==> config.mk <==
export PLATFORM = sky130hd
export DESIGN_NAME = planta_maquina_lavar
export DESIGN_NICKNAME = d
export VERILOG_FILES = /design/src/rtl/planta_maquina_lavar.sv
export SDC_FILE = /design/constraint.sdc
export NUM_CORES = 1
export LEC_CHECK = 0
export ABC_AREA = 0
export BUFFER_PORTS_ARGS = -buffer_cell sky130_fd_sc_hd__buf_2
export CAP_MARGIN = 25
export CORE_UTILIZATION = 35
export CTS_BUF_LIST = sky130_fd_sc_hd__clkbuf_16
export DETAILED_ROUTE_END_ITERATION = 8
export MAX_ROUTING_LAYER = met4
export PLACE_DENSITY = 0.61
export SYNTH_ARGS = -nofsm -noshare
export SYNTH_HDL_FRONTEND = slang
export SYNTH_SLANG_ARGS = --single-unit
==> constraint.sdc <==
create_clock -name clock -period 2.3 [get_ports clock]
set_input_delay 0.115 -clock clock [delete_from_list [all_inputs] [get_ports clock]]
set_output_delay 0.115 -clock clock [all_outputs]
set_load 0.02 [all_outputs]
==> src/rtl/planta_maquina_lavar.sv <==
// Behavioural washer plant: tank level, agitation and spin timers, conflict flag.
// Optional leak model in idle enabled by defining PLANTA_VAZAMENTO_EN.
module planta_maquina_lavar #(
    parameter int NIVEL_MAX    = 15,
    parameter int TAXA_ENCHER  = 1,
    parameter int TAXA_DRENO   = 2,
    parameter int TEMPO_AGITAR = 20,
    parameter int TEMPO_GIRAR  = 10,
`ifdef PLANTA_VAZAMENTO_EN
    parameter int PERIODO_VAZAMENTO = 8,
`endif
    parameter int NIVEL_W = $clog2(NIVEL_MAX + 1)
) (
    input  logic               clock,
    input  logic               reset,
    input  logic               valvula_agua,
    input  logic               modo_agitar,
    input  logic               modo_girar,
    output logic               cheio,
    output logic               tempo,
    output logic               secar,
    output logic [NIVEL_W-1:0] nivel,
    output logic               erro
);

    typedef enum logic [2:0] {
        PARADO,
        ENCHENDO,
        AGITANDO,
        CENTRIFUGANDO,
        CONFLITO
    } fase_t;

    localparam int TMAX = (TEMPO_AGITAR > TEMPO_GIRAR) ? TEMPO_AGITAR : TEMPO_GIRAR;
    localparam int TW   = $clog2(TMAX + 1);

    localparam logic [NIVEL_W-1:0] NMAX = NIVEL_W'(NIVEL_MAX);
    localparam logic [NIVEL_W-1:0] TE   = NIVEL_W'(TAXA_ENCHER);
    localparam logic [NIVEL_W-1:0] TD   = NIVEL_W'(TAXA_DRENO);
    localparam logic [TW-1:0]      TA   = TW'(TEMPO_AGITAR);
    localparam logic [TW-1:0]      TG   = TW'(TEMPO_GIRAR);

    fase_t              fase_q, fase_d;
    logic [NIVEL_W-1:0] nivel_q, nivel_d;
    logic [TW-1:0]      timer_q, timer_d;
    logic               tempo_q, tempo_d;
    logic               secar_q, secar_d;
    logic               erro_q, erro_d;
    logic [NIVEL_W:0]   soma;
    logic               mesma_fase;

`ifdef PLANTA_VAZAMENTO_EN
    localparam int VW = $clog2(PERIODO_VAZAMENTO + 1);
    localparam logic [VW-1:0] VFIM = VW'(PERIODO_VAZAMENTO - 1);
    logic [VW-1:0] vaz_q, vaz_d;
`endif

    always_comb begin
        case ({valvula_agua, modo_agitar, modo_girar})
            3'b000:  fase_d = PARADO;
            3'b100:  fase_d = ENCHENDO;
            3'b010:  fase_d = AGITANDO;
            3'b001:  fase_d = CENTRIFUGANDO;
            default: fase_d = CONFLITO;
        endcase
    end

    assign mesma_fase = (fase_d == fase_q);
    // One bit wider so the fill step can never wrap past full.
    assign soma = {1'b0, nivel_q} + {1'b0, TE};

    always_comb begin
        nivel_d = nivel_q;
        timer_d = mesma_fase ? timer_q : '0;
        tempo_d = 1'b0;
        secar_d = 1'b0;
        erro_d  = erro_q;
        case (fase_d)
            ENCHENDO: begin
                nivel_d = (soma > {1'b0, NMAX}) ? NMAX : soma[NIVEL_W-1:0];
            end
            AGITANDO: begin
                if (mesma_fase && timer_q < TA)
                    timer_d = timer_q + 1'b1;
                tempo_d = (timer_d == TA);
            end
            CENTRIFUGANDO: begin
                nivel_d = (nivel_q > TD) ? nivel_q - TD : '0;
                if (mesma_fase && timer_q < TG)
                    timer_d = timer_q + 1'b1;
                secar_d = (nivel_d != '0) || (timer_d < TG);
            end
            CONFLITO: begin
                timer_d = timer_q;
                secar_d = secar_q;
                erro_d  = 1'b1;
            end
            default: ;
        endcase
`ifdef PLANTA_VAZAMENTO_EN
        vaz_d = '0;
        if (fase_d == PARADO) begin
            vaz_d = (vaz_q == VFIM) ? '0 : vaz_q + 1'b1;
            if (vaz_q == VFIM && nivel_q != '0)
                nivel_d = nivel_q - 1'b1;
        end
`endif
    end

    always_ff @(posedge clock) begin
        if (reset) begin
            fase_q  <= PARADO;
            nivel_q <= '0;
            timer_q <= '0;
            tempo_q <= 1'b0;
            secar_q <= 1'b0;
            erro_q  <= 1'b0;
`ifdef PLANTA_VAZAMENTO_EN
            vaz_q   <= '0;
`endif
        end else begin
            fase_q  <= fase_d;
            nivel_q <= nivel_d;
            timer_q <= timer_d;
            tempo_q <= tempo_d;
            secar_q <= secar_d;
            erro_q  <= erro_d;
`ifdef PLANTA_VAZAMENTO_EN
            vaz_q   <= vaz_d;
`endif
        end
    end

    assign cheio = (nivel_q == NMAX);
    assign tempo = tempo_q;
    assign secar = secar_q;
    assign nivel = nivel_q;
    assign erro  = erro_q;

endmodule

== After elaboration in Yosys (flattened, before gate mapping) ==
Cells that the tools add are included.

* Flip-flop bits (word level): 15
* Bits of input ports: 5
* Output and inout bits: 8
* Logic and storage cells: 43

* Add/sub/neg operators: 3
* $lt $le $gt $ge: 5
* Equal/unequal tests: 10
* Mux-type cells: 11
* Bitwise gates (word level): 1
* Reduce and logical (&&, ||, !) cells: 7

{| class="wikitable"
|+ Operators by type and width
! cell !! number
|-
| two-way mux 5 bit || 5
|-
| one-hot mux 5 bit (3 select lines) || 1
|-
| one-hot mux 3 bit (4 select lines) || 1
|-
| less-than comparator 5 x 4 -> 1 bit (second input constant) || 2
|-
| equality test 3 x 2 -> 1 bit (second input constant) || 3
|-
| two-way mux 4 bit || 2
|-
| one-hot mux 4 bit (2 select lines) || 1
|-
| equality test 3 x 1 -> 1 bit (second input constant) || 2
|-
| equality test 3 bit (second input constant) || 2
|-
| adder 4 x 1 -> 5 bit (second input constant) || 1
|-
| adder 5 x 1 -> 5 bit (second input constant) || 1
|-
| equality test 5 bit (second input constant) || 1
|-
| greater-than comparator 5 x 4 -> 1 bit (second input constant) || 1
|-
| less-than comparator 5 bit (second input constant) || 1
|-
| equality test 4 bit (second input constant) || 1
|-
| greater-than comparator 4 x 2 -> 1 bit (second input constant) || 1
|-
| nonzero test 4 bit || 1
|-
| subtractor 4 x 2 -> 4 bit (second input constant) || 1
|-
| equality test 3 bit || 1
|-
| zero test 3 bit || 1
|-
| logical AND 1 bit || 2
|-
| one-hot mux 1 bit (2 select lines) || 1
|-
| nonzero test 2 bit || 1
|-
| OR reduction 2 bit || 1
|-
| 2 further kinds || 2
|}

== Longest topological paths before layout ==
Gate-level depths: netlist of run 1.

* Word-level depth: 9
* Mapped depth: 7
* Gate-level depth less buffers: 6

== Worst setup path before layout of run 1 ==
OpenSTA, ideal clock, no wires.

* Kind: reg-to-reg
* Start: register nivel_q[0] (netlist: nivel[0])
* End: register nivel_q[3] (netlist: nivel[3])
* Setup time: 0.115 ns
* Data arrival time: 1.640 ns
* Data required time: 2.185 ns
* Path slack: 0.546 ns
* Stages on the path, launching flop included: 7
* Buffers on the path: 0
* Period minus slack after synthesis: 1.754 ns
* Path through: dfxtp_1 > inv_1 > ha_1 > nor3_1 > maj3_1 > a21oi_1 > a2111oi_0

* Word-level cells in the longest chain between the ends: 4
* Elaborated cells on any way between the ends: 7
* Those cells by class: add/sub: 2; order compare: 2; mux: 3

{| class="wikitable"
|+ Ends and longest elaborated chain
! element !! line !! RTL
|-
| from (decl) || 44 || <nowiki>logic [NIVEL_W-1:0] nivel_q, nivel_d;</nowiki>
|-
| from (signal assigned) || 123 || <nowiki>nivel_q <= nivel_d;</nowiki>
|-
| adder 4 x 1 -> 5 bit || 70 || <nowiki>assign soma = {1'b0, nivel_q} + {1'b0, TE};</nowiki>
|-
| greater-than comparator 5 x 4 -> 1 bit || 80 || <nowiki>nivel_d = (soma > {1'b0, NMAX}) ? NMAX : soma[NIVEL_W-1:0];</nowiki>
|-
| two-way mux 4 bit || 80 ||
|-
| one-hot mux 4 bit (2 select lines) (*) || 78 || <nowiki>case (fase_d)</nowiki>
|}

Every way passes the cells marked *; elsewhere a longest branch is shown, timed or not.
A chain may end at the register's enable or synchronous reset.

== Worst setup path in the final report of run 1 ==
* Start: register timer_q[1]
* End: register secar_q (netlist: secar)

* Word-level cells in the longest chain between the ends: 7
* Elaborated cells on any way between the ends: 9
* Those cells by class: add/sub: 1; order compare: 2; mux: 4; reduce/logical: 2

{| class="wikitable"
|+ Ends and longest elaborated chain
! element !! line !! RTL
|-
| from (decl) || 45 || <nowiki>logic [TW-1:0] timer_q, timer_d;</nowiki>
|-
| from (signal assigned) || 124 || <nowiki>timer_q <= timer_d;</nowiki>
|-
| less-than comparator 5 x 4 -> 1 bit || 89 || <nowiki>if (mesma_fase && timer_q < TG)</nowiki>
|-
| logical AND 1 bit || 89 ||
|-
| two-way mux 5 bit (*) || 89 ||
|-
| two-way mux 5 bit (*) || 78 ||
|-
| less-than comparator 5 x 4 -> 1 bit (*) || 91 || <nowiki>secar_d = (nivel_d != '0) || (timer_d < TG);</nowiki>
|-
| logical OR 1 bit (*) || 91 ||
|-
| one-hot mux 1 bit (2 select lines) (*) || 78 ||
|-
| to (signal assigned) || 126 || <nowiki>secar_q <= secar_d;</nowiki>
|-
| to (decl) || 47 || <nowiki>logic secar_q, secar_d;</nowiki>
|}

Every way passes the cells marked *; elsewhere a longest branch is shown, timed or not. The select of a mux whose other input is x is not followed.

==> results of run 1 <==
## worst max path at each step
stage | startpoint | endpoint | slack [ps] | cells past startpoint
final | timer_q[1] | secar | 570 | 5
after global routing | timer_q[2] | timer_q[1] | 470 | 4
after CTS | nivel[1] | nivel[3] | 570 | 5
after detailed placement | modo_agitar | timer_q[3] | 430 | 5
after global placement | modo_agitar | tempo | 500 | 5
after floorplan | nivel[0] | nivel[3] | 550 | 6
## cell families after synthesis
| family | Yosys count | share of synthesized area |
|---|---|---|
| DFF | 15 | 0.255 |
| and+or+nand+nor | 48 | 0.241 |
| xor gates and xnor gates | 4 | 0.0297 |
| adders and majority gates | 7 | 0.0700 |
| AOI/OAI and AO/OA | 56 | 0.323 |
| buffers and inverters | 24 | 0.0817 |
## stage by stage
step | total power, W | util | cell area (um2) | setup WS (ps) | instances
after floorplan | 0.000384 | - | 1180 | 546 | 154
after global placement | 0.000414 | 0.401 | 1250 | 498 | 198
after detailed placement | 0.000416 | 0.401 | 1250 | 426 | 198
after CTS | 0.000754 | 0.427 | 1340 | 571 | 202
after global routing | 0.000784 | 0.427 | 1340 | 471 | 202
final | 0.000751 | 0.427 | 1340 | 566 | 202
## cells in the mapped netlist (all sizes together), types with 2 or more instances
master / count / area, um2
a21oi: 15 / 75.1
dfxtp: 15 / 300
clkbuf: 12 / 45.0
nor2: 12 / 45.0
inv: 9 / 33.8
nand2: 8 / 30.0
o21ai: 8 / 40.0
ha: 5 / 62.6
a31oi: 4 / 25.0
o31ai: 4 / 30.0
a211oi: 3 / 22.5
a311oi: 3 / 26.3
and3: 3 / 23.8
buf: 3 / 17.5
nand2b: 3 / 18.8
nand3: 3 / 15.0
nand4b: 3 / 26.3
nor3b: 3 / 22.5
a21o: 2 / 15.0
a22o: 2 / 17.5
maj3: 2 / 20.0
nand4: 2 / 12.5
nor3: 2 / 10.0
o211a: 2 / 20.0
or3: 2 / 12.5
or3b: 2 / 20.0
xnor2: 2 / 17.5
xor2: 2 / 17.5
## cell type report
class	instances	area [um2]	share of cell area
clock buffer	3	75.1	0.0562
clock inverter	1	5.00	0.00375
inverter	9	33.8	0.0253
multi-input combinational	115	783	0.587
sequential	15	300	0.225
tap	44	55.1	0.0412
timing repair buffer	15	82.6	0.0619
## power by group through the flow
stage / clock, W / combinational, W / sequential (W)
4_1_cts: 0.000342 / 0.000126 / 0.000287
6_report: 0.000338 / 0.000127 / 0.000287
2_1_floorplan: 0 / 0.0000882 / 0.000295
3_5_place_dp: 0 / 0.000124 / 0.000291
5_1_grt: 0.000357 / 0.000139 / 0.000289
3_3_place_gp: 0 / 0.000122 / 0.000291
## flip-flops by register name, indices dropped and copies added, names as in the netlist
register / cells
erro: 1
fase_q: 3
nivel: 4
secar: 1
tempo: 1
timer_q: 5
## worst max-delay path: stages, from the launching register on
cell	delay, ps
dfxtp_1	540
ha_1	420
nand2_1	150
nor2_1	110
o21ai_0	150
a311oi_1	270
## layer usage
| metal | global-route usage | part of all wire | wire length (um) | vias up |
|---|---|---|---|---|
| met3 | 0.0476 | 0.064 | 184 | 6 |
| met4 | 0.0465 | 0.016 | 47 | 0 |
| met1 | 0.226 | 0.45 | 1290 | 551 |
| met2 | 0.271 | 0.47 | 1350 | 57 |
| li1 | - | - | - | 590 |
| met5 | - | 0 | 0 | - |
==> results.sh, run 1 <==
export IMPL_status="complete, no violations"
export IMPL_worst_pin_slew_ps=509
export IMPL_synth_edf_count=0
export IMPL_yosys_warnings=0
export IMPL_cts_inserted_buffers=3
export IMPL_reg2reg_to="secar"
export IMPL_peakVddDrop_mv=0.384
export IMPL_layout_drive_gt1_share=0.158
export IMPL_cts_hold_buffers=0
export IMPL_post_cts_buffers=0
export IMPL_setup_worst_path_end_class="flop"
export IMPL_dr_pass1_iters=4
export IMPL_setup_violations=0
export IMPL_r2r_slack_ps=570
export IMPL_ctsResizeCount=0
export IMPL_ff2ff_path_depth=5
export IMPL_vias=1204
export IMPL_min_to="erro"
export IMPL_synth_flop_cell="dfxtp_1"
export IMPL_yosysSeqAreaShare=0.255
export IMPL_avgSynthCellArea_um2=7.66
export IMPL_p_sw_w=0.000197
export IMPL_num_io_pins=13
export IMPL_async_flop_share=0
export IMPL_core_um2=3130
export IMPL_p_leak_nw=0.532
export IMPL_cp_start_kind="flop"
export IMPL_cts_sinks=15
export IMPL_via_per_inst=5.96
export IMPL_finalHoldViolations=0
export IMPL_tns_ps=0
export IMPL_power_frac_comb=0.169
export IMPL_root_buffer="clkbuf_16"
export IMPL_num_nets_final=169
export IMPL_drcViolationCount=0
export IMPL_die_w_um=60.1
export IMPL_clock_latency_ps=240
export IMPL_final_cell_mix="15 x a21oi_1, 15 x dfxtp_1, 12 x nor2_1, 12 x buf_2, 9 x inv_1"
export IMPL_antenna_found_initial=0
export IMPL_synth_cells=154
export IMPL_p_sw_frac=0.262
export IMPL_worstReg2RegStart="timer_q[1]"
export IMPL_cp_required_ps=2450
export IMPL_netlist_area_um2=1180
export IMPL_period_needed_ps=1730
export IMPL_rsz0062_at_grt="no"
export IMPL_slew_violations=0
export IMPL_fillers=300
export IMPL_gp_congestion=0.897
export IMPL_ys_ff_latch=15
export IMPL_rows=20
export IMPL_synth_distinct_cells=49
export IMPL_drtIter0Drc=73
export IMPL_worst_hold_slack_ps=223
export IMPL_worstPathArrival_ps=1890
export IMPL_cts_max_level=1
export IMPL_start_util=0.377
export IMPL_die_area_um2=3610
export IMPL_power_internal_w=0.000554
export IMPL_fin_crit_sh=0.754
export IMPL_die_h_um=60.1
export IMPL_clock_path_buffers=2
export IMPL_grt_pass1_wl_um=4560
export IMPL_hold_depth=2
export IMPL_track_usage=0.176
export IMPL_cts_tree="built"
export IMPL_hpwl_um=2090
export IMPL_finClkSkew_ps=0.982
export IMPL_power_density_nw_per_um2=563
export IMPL_crit_type="flop to flop"
export IMPL_port_buffers=12
export IMPL_syn_to_final_growth_pct=13.1
export IMPL_power_frac_seq=0.382
export IMPL_n_antenna_cell=0
export IMPL_p_clk_frac=0.450
export IMPL_grt_pass1_vias=985
export IMPL_wl_um=2860
export IMPL_min_delay_start="reset"
export IMPL_syn_nets=164
export IMPL_max_freq_ghz=0.577
export IMPL_wl_per_cell_um=14.2
export IMPL_clkTransAtPathRegs_ps=50
export IMPL_drtAntennaViolNets=0
export IMPL_maxCapViolCount=0
export IMPL_path_max_fanout=10
export IMPL_overflow=0
export IMPL_grt_max_degree=19
export IMPL_slew_headroom=0.660
export IMPL_hp_class="primary input to flop"
(Power assumes the default switching activity.)
==> run 2, diff against run 1 <==
--- a/config.mk
+++ b/config.mk
@@ -5,7 +5,7 @@
 export SDC_FILE = /design/constraint.sdc
 export NUM_CORES = 1
 export LEC_CHECK = 0
-export ABC_AREA = 0
+export ABC_AREA = 1
 export BUFFER_PORTS_ARGS = -buffer_cell sky130_fd_sc_hd__buf_2
 export CAP_MARGIN = 25
 export CORE_UTILIZATION = 35
==> constraint.sdc (replaced) <==
create_clock -name clock -period 1.68 [get_ports clock]
set_input_delay 0.084 -clock clock [delete_from_list [all_inputs] [get_ports clock]]
set_output_delay 0.084 -clock clock [all_outputs]
set_load 0.02 [all_outputs]
==> results.sh, run 2 <==
export IMPL_status="complete, no violations"
export IMPL_die_w_um=62.7
export IMPL_critPathMostFrequentCell="nand2_1"
export IMPL_n_antenna_cell=0
export IMPL_cts_max_level=1
export IMPL_via_per_inst=4.85
export IMPL_crit_family="simple AND/OR/NAND/NOR gates"
export IMPL_syn_to_final_growth_pct=20.4
export IMPL_synth_cells=187
export IMPL_crit_type="flop to flop"
export IMPL_worst_pin_slew_ps=262
export IMPL_maxCapViolCount=0
export IMPL_layout_commonest_cell="nand2_1"
export IMPL_finalHoldViolations=0
export IMPL_hpwl_um=2300
export IMPL_start_util=0.375
export IMPL_cpMaxStageDelayCell="dfxtp_1"
export IMPL_dr_pass1_iters=4
export IMPL_setup_worst_path_end_class="flop"
export IMPL_synth_edf_count=0
export IMPL_core_um2=3440
export IMPL_synth_flop_cell="dfxtp_1"
export IMPL_cts_inserted_buffers=3
export IMPL_hp_class="primary input to flop"
export IMPL_post_cts_buffers=0
export IMPL_synth_top_cell_area_share=0.233
export IMPL_syn_nets=197
export IMPL_synth_largest_area_cell="dfxtp_1"
export IMPL_antenna_found_initial=0
export IMPL_layout_drive_gt1_share=0.275
export IMPL_cts_sinks=15
export IMPL_path_max_fanout=5
export IMPL_num_nets_final=222
export IMPL_track_usage=0.173
export IMPL_tns_ps=0
export IMPL_num_io_pins=13
export IMPL_drcViolationCount=0
export IMPL_async_flop_share=0
export IMPL_yosys_warnings=0
export IMPL_avgSynthCellArea_um2=6.91
export IMPL_worstPathArrival_ps=1660
export IMPL_gp_congestion=1.00
export IMPL_grt_pass1_wl_um=5220
export IMPL_synth_distinct_cells=33
export IMPL_finClkSkew_ps=4.08
export IMPL_wl_per_cell_um=11.3
export IMPL_fin_ws_ps=162
export IMPL_slew_headroom=0.825
export IMPL_port_buffers=12
export IMPL_peakVddDrop_mv=0.554
export IMPL_rsz0062_at_grt="no"
export IMPL_grt_max_degree=11
export IMPL_final_cell_mix="41 x nand2_1, 31 x inv_1, 15 x dfxtp_1"
export IMPL_yosys_cell_count_top_type="nand2_1"
export IMPL_wl_um=2910
export IMPL_p_leak_nw=0.752
export IMPL_yosysSeqAreaShare=0.233
export IMPL_drtAntennaViolNets=0
export IMPL_overflow=0
export IMPL_slew_violations=0
export IMPL_root_buffer="clkbuf_16"
export IMPL_cts_tree="built"
export IMPL_cp_start_kind="flop"
export IMPL_clock_latency_ps=240
export IMPL_setup_violations=0
export IMPL_regMostFlops="timer_q"
export IMPL_max_freq_ghz=0.659
export IMPL_vias=1247
export IMPL_post_place_ws_ps=99.7
export IMPL_period_needed_ps=1520
export IMPL_cts_hold_buffers=0
export IMPL_clkTransAtPathRegs_ps=50
export IMPL_fin_crit_sh=0.903
export IMPL_synthTopCellsByArea="dfxtp_1 23%, nand2_1 12%, inv_1 8.7%, ha_1 4.8%, nand2_4 4.4%"
export IMPL_rows=21
export IMPL_max_stage_delay_ps=420
export IMPL_power_density_nw_per_um2=796
export IMPL_die_area_um2=3940
export IMPL_crit_buf_inv=1
export IMPL_crit_chain="ha_1 -> xor2_1 -> nand4_1 -> nand2_1 -> inv_1 -> nand2_1 -> nand2_1 -> nand2_1 -> nand2_1 -> nand2_1 -> nand2_1"
export IMPL_synth_common_cells="41 x nand2_1, 30 x inv_1, 15 x dfxtp_1"
export IMPL_die_h_um=62.7
export IMPL_cp_required_ps=1820
export IMPL_clock_path_buffers=2
export IMPL_netlist_area_um2=1290
export IMPL_grt_pass1_vias=1138
export IMPL_drtIter0Drc=75
export IMPL_fillers=361
export IMPL_ys_ff_latch=15
export IMPL_ctsResizeCount=0
export IMPL_largest_reg_flops=5
[run 2: cell count changes in the layout (fill, tap and decap cells not counted), sizes merged, moves of 4 or more]
cell   before  now
a21oi      15    7
a31oi       4    0
nand4       2    6
nand3       3   18
o21ai       8   18
buf        15   22
nor2       12   16
nand2       8   52
o31ai       4    0
inv         9   35
[run 2: path summary, 6_finish.rpt]
kind | startpoint | to | slack (ps) | cells past startpoint
setup / recovery | timer_q[0] | secar | 160 | 11
hold reg to reg | secar | secar | 470 | 2
setup reg to reg | timer_q[0] | secar | 160 | 11
hold / removal | reset | fase_q[1] | 150 | 2
[run 2: final cells by class]
type / count / area [um2] / area share
Tap cell: 46 / 57.6 / 0.0370
Clock inverter: 1 / 3.75 / 0.00241
Timing Repair Buffer: 22 / 135 / 0.0869
Sequential cell: 15 / 300 / 0.193
Clock buffer: 3 / 75.1 / 0.0483
Multi-Input combinational cell: 136 / 851 / 0.547
Inverter: 34 / 133 / 0.0853
[run 2: kinds of logic after synthesis]
kind of cell	share of synthesized area
buffers and inverters	0.109
XOR/XNOR	0.0271
adder cells (fa/ha/maj)	0.0484
AO/OA/AOI/OAI	0.157
AND/OR/NAND/NOR	0.426
flip-flops	0.233
[run 2: through the flow]
| step | power [W] | cells | hold WS (ps) | area [um2] | util |
|---|---|---|---|---|---|
| after floorplan | 0.000673 | 187 | 344 | 1290 | - |
| after global placement | 0.000780 | 253 | 395 | 1480 | 0.429 |
| after detailed placement | 0.000778 | 253 | 395 | 1480 | 0.429 |
| after CTS | 0.00125 | 257 | 150 | 1560 | 0.452 |
| after global routing | 0.00132 | 257 | 187 | 1560 | 0.452 |
| final | 0.00124 | 257 | 152 | 1560 | 0.452 |
[run 2: per-layer routing]
metal,wire length (um),GRT usage,vias to the layer above
met4,59,0.0610,0
met2,1170,0.238,44
li1,-,-,655
met5,0,-,-
met3,171,0.0347,6
met1,1500,0.246,542
[run 2: worst register-to-register path, stage by stage (launching register included)]
cell and delay (ps):
dfxtp_1 420, ha_1 230, xor2_1 210, nand4_1 120
nand2_1 100, inv_1 40, nand2_1 50, nand2_1 50
nand2_1 50, nand2_1 40, nand2_1 50, nand2_1 40
[run 2: report_power, final]
group / leakage, nW / total (W) / switching, W / internal, W
sequential: 0.123 / 0.000404 / 0.0000221 / 0.000382
combinational: 0.586 / 0.000370 / 0.000238 / 0.000133
clock: 0.0423 / 0.000464 / 0.000149 / 0.000315
total: 0.752 / 0.00124 / 0.000408 / 0.000830
